**src/rtl/emoji_pkg.sv**
```systemverilog
// Shared types and defaults for the emoji overlay compositing stage.
// The pipeline stage struct carries everything that must stay aligned with the ROM read.
package emoji_pkg;

  typedef logic [15:0] rgb565_t;

  localparam rgb565_t KEY_DEFAULT = 16'hF81F;
  localparam int      W_DEFAULT   = 64;
  localparam int      H_DEFAULT   = 64;
  localparam int      NUM_DEFAULT = 6;

  typedef struct packed {
    logic    hit;
    rgb565_t pix;
    logic    de;
    logic    hsync;
    logic    vsync;
  } stage_t;

  localparam stage_t STAGE_RESET = '{hit: 1'b0, pix: 16'h0000, de: 1'b0, hsync: 1'b0, vsync: 1'b0};

endpackage

```
**src/rtl/emoji_window_hit.sv**
```systemverilog
// Combinational window test: offset of the current pixel from the sprite origin,
// inside/outside decision and texel coordinates after de-magnification.
module emoji_window_hit #(
  parameter int W          = 64,
  parameter int H          = 64,
  parameter int SCALE_LOG2 = 0,
  parameter int XW         = 10
) (
  input  logic          en,
  input  logic          de,
  input  logic [XW-1:0] x,
  input  logic [XW-1:0] y,
  input  logic [XW-1:0] pos_x,
  input  logic [XW-1:0] pos_y,
  output logic          hit,
  output logic [XW-1:0] tx,
  output logic [XW-1:0] ty
);

  localparam logic [31:0] WS = 32'(W << SCALE_LOG2);
  localparam logic [31:0] HS = 32'(H << SCALE_LOG2);

  logic signed [XW:0] dx;
  logic signed [XW:0] dy;
  logic [XW-1:0]      dx_m;
  logic [XW-1:0]      dy_m;
  logic               in_x;
  logic               in_y;

  // One extra sign bit keeps origins near the far edge from wrapping onto x/y = 0.
  assign dx   = $signed({1'b0, x}) - $signed({1'b0, pos_x});
  assign dy   = $signed({1'b0, y}) - $signed({1'b0, pos_y});
  assign dx_m = dx[XW-1:0];
  assign dy_m = dy[XW-1:0];

  assign in_x = ~dx[XW] && (32'(dx_m) < WS);
  assign in_y = ~dy[XW] && (32'(dy_m) < HS);

  assign hit = en & de & in_x & in_y;
  assign tx  = dx_m >> SCALE_LOG2;
  assign ty  = dy_m >> SCALE_LOG2;

endmodule

```
**src/rtl/emoji_overlay.sv**
```systemverilog
// Composites an emoji sprite from an external registered ROM over the camera stream.
// Sprite controls are shadow-latched on vsync rising edge; every output lags its input by 3 clks.
module emoji_overlay
  import emoji_pkg::*;
#(
  parameter int          W          = W_DEFAULT,
  parameter int          H          = H_DEFAULT,
  parameter int          NUM        = NUM_DEFAULT,
  parameter int          SCALE_LOG2 = 0,
  parameter logic [15:0] KEY        = KEY_DEFAULT,
  parameter int          XW         = 10,
  parameter int          AW         = $clog2(W * H * NUM),
  parameter int          SW         = (NUM > 1) ? $clog2(NUM) : 1
) (
  input  logic          clk,
  input  logic          reset,
  input  logic [XW-1:0] x_in,
  input  logic [XW-1:0] y_in,
  input  logic          de_in,
  input  logic          hsync_in,
  input  logic          vsync_in,
  input  logic [15:0]   pix_in,
  input  logic          en,
  input  logic [SW-1:0] sel,
  input  logic [XW-1:0] pos_x,
  input  logic [XW-1:0] pos_y,
  output logic [AW-1:0] rom_addr,
  input  logic [15:0]   rom_data,
  output logic          de_out,
  output logic          hsync_out,
  output logic          vsync_out,
  output logic [15:0]   pix_out
);

  logic          vs_q;
  logic          frame_latch;
  logic          sel_legal;
  logic          en_s;
  logic [SW-1:0] sel_s;
  logic [XW-1:0] pos_x_s;
  logic [XW-1:0] pos_y_s;

  logic          hit;
  logic [XW-1:0] tx;
  logic [XW-1:0] ty;
  logic [AW-1:0] addr_n;

  stage_t        d1;
  stage_t        d2;
  logic          show_rom;

  assign frame_latch = vsync_in & ~vs_q;
  assign sel_legal   = 32'(sel) < 32'(NUM);

  // Shadow copies of the sprite controls, refreshed once per frame.
  always_ff @(posedge clk or posedge reset) begin
    if (reset) begin
      vs_q    <= 1'b0;
      en_s    <= 1'b0;
      sel_s   <= '0;
      pos_x_s <= '0;
      pos_y_s <= '0;
    end else begin
      vs_q <= vsync_in;
      if (frame_latch) begin
        en_s    <= en & sel_legal;
        sel_s   <= sel;
        pos_x_s <= pos_x;
        pos_y_s <= pos_y;
      end
    end
  end

  emoji_window_hit #(
    .W         (W),
    .H         (H),
    .SCALE_LOG2(SCALE_LOG2),
    .XW        (XW)
  ) u_hit (
    .en   (en_s),
    .de   (de_in),
    .x    (x_in),
    .y    (y_in),
    .pos_x(pos_x_s),
    .pos_y(pos_y_s),
    .hit  (hit),
    .tx   (tx),
    .ty   (ty)
  );

  assign addr_n = AW'(sel_s) * AW'(W * H) + AW'(ty) * AW'(W) + AW'(tx);

  // Stage 1 issues the ROM read; the address only moves on a hit to avoid needless toggling.
  always_ff @(posedge clk or posedge reset) begin
    if (reset) begin
      rom_addr <= '0;
      d1       <= STAGE_RESET;
    end else begin
      if (hit) rom_addr <= addr_n;
      d1.hit   <= hit;
      d1.pix   <= pix_in;
      d1.de    <= de_in;
      d1.hsync <= hsync_in;
      d1.vsync <= vsync_in;
    end
  end

  // Stage 2 waits out the ROM's own output register.
  always_ff @(posedge clk or posedge reset) begin
    if (reset) d2 <= STAGE_RESET;
    else       d2 <= d1;
  end

  assign show_rom = d2.hit && (rom_data != KEY);

  always_ff @(posedge clk or posedge reset) begin
    if (reset) begin
      pix_out   <= '0;
      de_out    <= 1'b0;
      hsync_out <= 1'b0;
      vsync_out <= 1'b0;
    end else begin
      pix_out   <= show_rom ? rom_data : d2.pix;
      de_out    <= d2.de;
      hsync_out <= d2.hsync;
      vsync_out <= d2.vsync;
    end
  end

endmodule
```
**config.mk**
```make
export PLATFORM = sky130hd
export DESIGN_NAME = emoji_overlay
export DESIGN_NICKNAME = d
export VERILOG_FILES = /design/src/rtl/emoji_pkg.sv /design/src/rtl/emoji_window_hit.sv /design/src/rtl/emoji_overlay.sv
export SDC_FILE = /design/constraint.sdc
export NUM_CORES = 1
export LEC_CHECK = 0
export BUFFER_PORTS_ARGS = -buffer_cell sky130_fd_sc_hd__buf_2
export CORE_AREA = 2 2 95 97
export CTS_CLUSTER_DIAMETER = 40
export CTS_CLUSTER_SIZE = 25
export DETAILED_ROUTE_END_ITERATION = 10
export DIE_AREA = 0 0 97 99
export GPL_ROUTABILITY_DRIVEN = 0
export PLACE_DENSITY = 0.78
export SYNTH_ARGS = -nofsm -noshare
export SYNTH_HDL_FRONTEND = slang
export SYNTH_SLANG_ARGS = --single-unit
```
**constraint.sdc**
```tcl
create_clock -name clk -period 7.65 [get_ports clk]
set_clock_uncertainty 0.1 [all_clocks]
set_input_delay 0.3825 -clock clk [delete_from_list [all_inputs] [get_ports clk]]
set_output_delay 0.3825 -clock clk [all_outputs]
set_load 0.03 [all_outputs]
```
==> metrics.txt <==
outcome=finished, final reports clean; r2r worst-path depth=11; CP arrival=3.60 ns; Clk pin slew, worst setup/hold paths=~0.09 ns; asr flop ratio synth=100%; Initial Utilization=around 51%; Horiz. Die Dim=~97 µm; P&R area growth vs syn=19.8%; unrepaired setup endpoints after global routing=false; CP max FO=16; Resized cells post-CTS=0; Power Density=approximately 230 mW/mm²; Fmax=roughly 290 MHz; switching power total=~380 µW; final setup TNS=0 ns; Pint=841 µW; Startpoint Class=flip-flop; Post-synth EDFFs=0; clk_lat worst skew=about 0.35 ns; Die Y=a little under 100 µm; share of layout cells above drive strength 1=36.3%; Clock Tree Buf Depth=2; CTS Buf Count=9; clk sinks=98; synth top area cells=dfrtp_1 56%, ha_1 7.4%, mux2_2 6.4%; power share of the sequential group=between 40% and 50%; register bit total from synthesis=slightly below 100; most frequent cells in the layout=114 x buf_2, 98 x dfrtp_1, 32 x nand2_1; P_leak=between 0.002 and 0.003 µW; Remaining Overflow, GRT=0; ys flop type=dfrtp_1; max_cap viols=0; Slew headroom=33.8%; vias in the first global route=roughly 2900; Yosys cell types=between 40 and 50; Yosys warnings=0; RR Endpoint=rom_addr[4]; Comb power frac=between 20% and 30%; Hold WS=0.0343 ns; TritonCTS clock tree=yes; initial antenna violation count=0; CP startpoint=pos_x_s[0]; FF-to-FF setup slack=~4.2 ns; Clock Tree Root=clkbuf_8; IO Count=about 120; critical path data required time=roughly 7.8 ns; antenna-violating nets left=0; routed wire length=7910 µm; Antenna diodes=0; # DRC=0; Final nets=slightly below 600; critical path class=reg2reg; pin count of the biggest net entering global routing=between 50 and 60; Via density=around 5.0; Seq/Total Area, Yosys=a little under three fifths; Hold Crit Class=in2reg; total number of vias=slightly below 3000; average size of a mapped cell=between 10 and 15 µm²; core area=0.00855 mm²; fin crit share=45.3%; FF-to-FF Start=pos_x_s[0]; crit end category=flip-flop; critical path endpoint=rom_addr[4]; hold buffer count at cts=1; Tightest Pin Transition=0.989 ns; Total Routing Usage GR=between 10% and 20%; area leader, netlist=dfrtp_1; Clk pwr share=between 20% and 30%; switching part of the total=31.3%; postcts setup bufs=0; Final setup viols=0; post-DP HPWL=around 6100 µm; row count=34; Tmin final=about 3.5 ns; first-pass GRT wire length=about 13000 µm; port bufs=approximately 110; TritonRoute pass-1 iters=4; leading cell type in the layout, fill and taps excluded=buf_2; Post-Syn Area=around 0.0044 mm²; Final Hold Viols=0; # H-tree levels=3; Avg WL per Cell=~14 µm; Final Core Density=between 60% and 70%; Die Area=slightly below 0.01 mm²; Iter 0 DRT Violations=83; Peak VDD IR=just under 0.1 mV; syn_nets=between 400 and 500; Mapped Cells=approximately 350; Final Max Tran Viols=0; Yosys top cell area share=56.1%
-- worst min path at each step --
stage                     startpoint   endpoint  slack [ns]  depth (start not counted)
final                     pix_in[14]     d1[17]        0.03                          1
after global routing       pix_in[8]     d1[11]       0.002                          1
after CTS                   hsync_in      d1[1]        0.01                          1
after detailed placement       d1[7]      d2[7]        0.23                          0
after global placement         d2[0]  vsync_out        0.23                          0
after floorplan               d1[10]     d2[10]        0.23                          0
-- final cells by class --
cell class,count,area [µm²]
Timing Repair Buffer,117,596
Fill cell,707,3320
Multi-Input combinational cell,214,1740
Sequential cell,98,2450
Clock buffer,11,141
Clock inverter,5,43.8
Tap cell,108,135
Inverter,32,123
-- layer usage --
layer	track usage [%]	vias to the layer above	wire (µm)
met1	24.6	1359	3820
met5	0	-	0
met3	2.98	11	447
li1	-	1437	-
met2	26.9	106	3550
met4	5.20	0	88
-- stage by stage --
stage                     std cells  power [µW]  setup slack [ns]  instance area, µm²
final                           585        1220              4.19                5230
after global placement          568         910              4.07                5040
after detailed placement        568         924              3.97                5040
after CTS                       585        1240              4.11                5230
after floorplan                 352         839              4.48                4370
after global routing            585        1300              3.91                5230
-- cell usage after synthesis, drive strengths merged (2+ instances only) --
cell,instances
nand3b,3
mux2i,3
mux2,32
and3,4
nand2b,2
inv,32
nand2,32
o21bai,3
nand3,3
nor2b,4
nand4,3
o21ai,24
dfrtp,98
nor2,8
a31oi,4
ha,26
a31o,2
xnor2,11
or3,2
nor3,5
fa,3
xor2,10
buf,3
a21o,3
clkbuf,5
a21oi,10
-- registers in the layout (all words and copies together), names as in the netlist --
register	cells
pos_x_s	10
d2	20
vsync_out	1
en_s	1
pos_y_s	10
de_out	1
sel_s	3
pix_out	16
rom_addr	15
d1	20
hsync_out	1
-- worst max-delay path: stages, from the launching register on --
cell	delay (ns)
dfrtp_1	0.37
ha_1	0.18
inv_1	0.05
fa_1	0.39
a21oi_1	0.20
o22ai_1	0.14
nor3_1	0.16
o21bai_1	0.13
or3_1	0.36
a21oi_1	0.12
and3_1	0.73
mux2_2	0.43
-- kinds of logic after synthesis --
| group | synth area share [%] |
|---|---|
| flip-flops | 56.1 |
| AND/OR/NAND/NOR | 8.16 |
| AO/OA/AOI/OAI | 8.54 |
| buffers and inverters | 4.07 |
| multiplexers | 9.54 |
| adder cells (fa/ha/maj) | 8.82 |
| XOR/XNOR | 4.73 |
-- power by group through the flow --
stage | Sequential [µW] | Combinational [µW] | Clock [µW]
after floorplan | 590 | 249 | 0
after global placement | 573 | 337 | 0
after detailed placement | 575 | 349 | 0
after CTS | 565 | 351 | 327
after global routing | 568 | 391 | 345
final | 564 | 347 | 313
No activity file was read; power rests on OpenSTA's default activity.
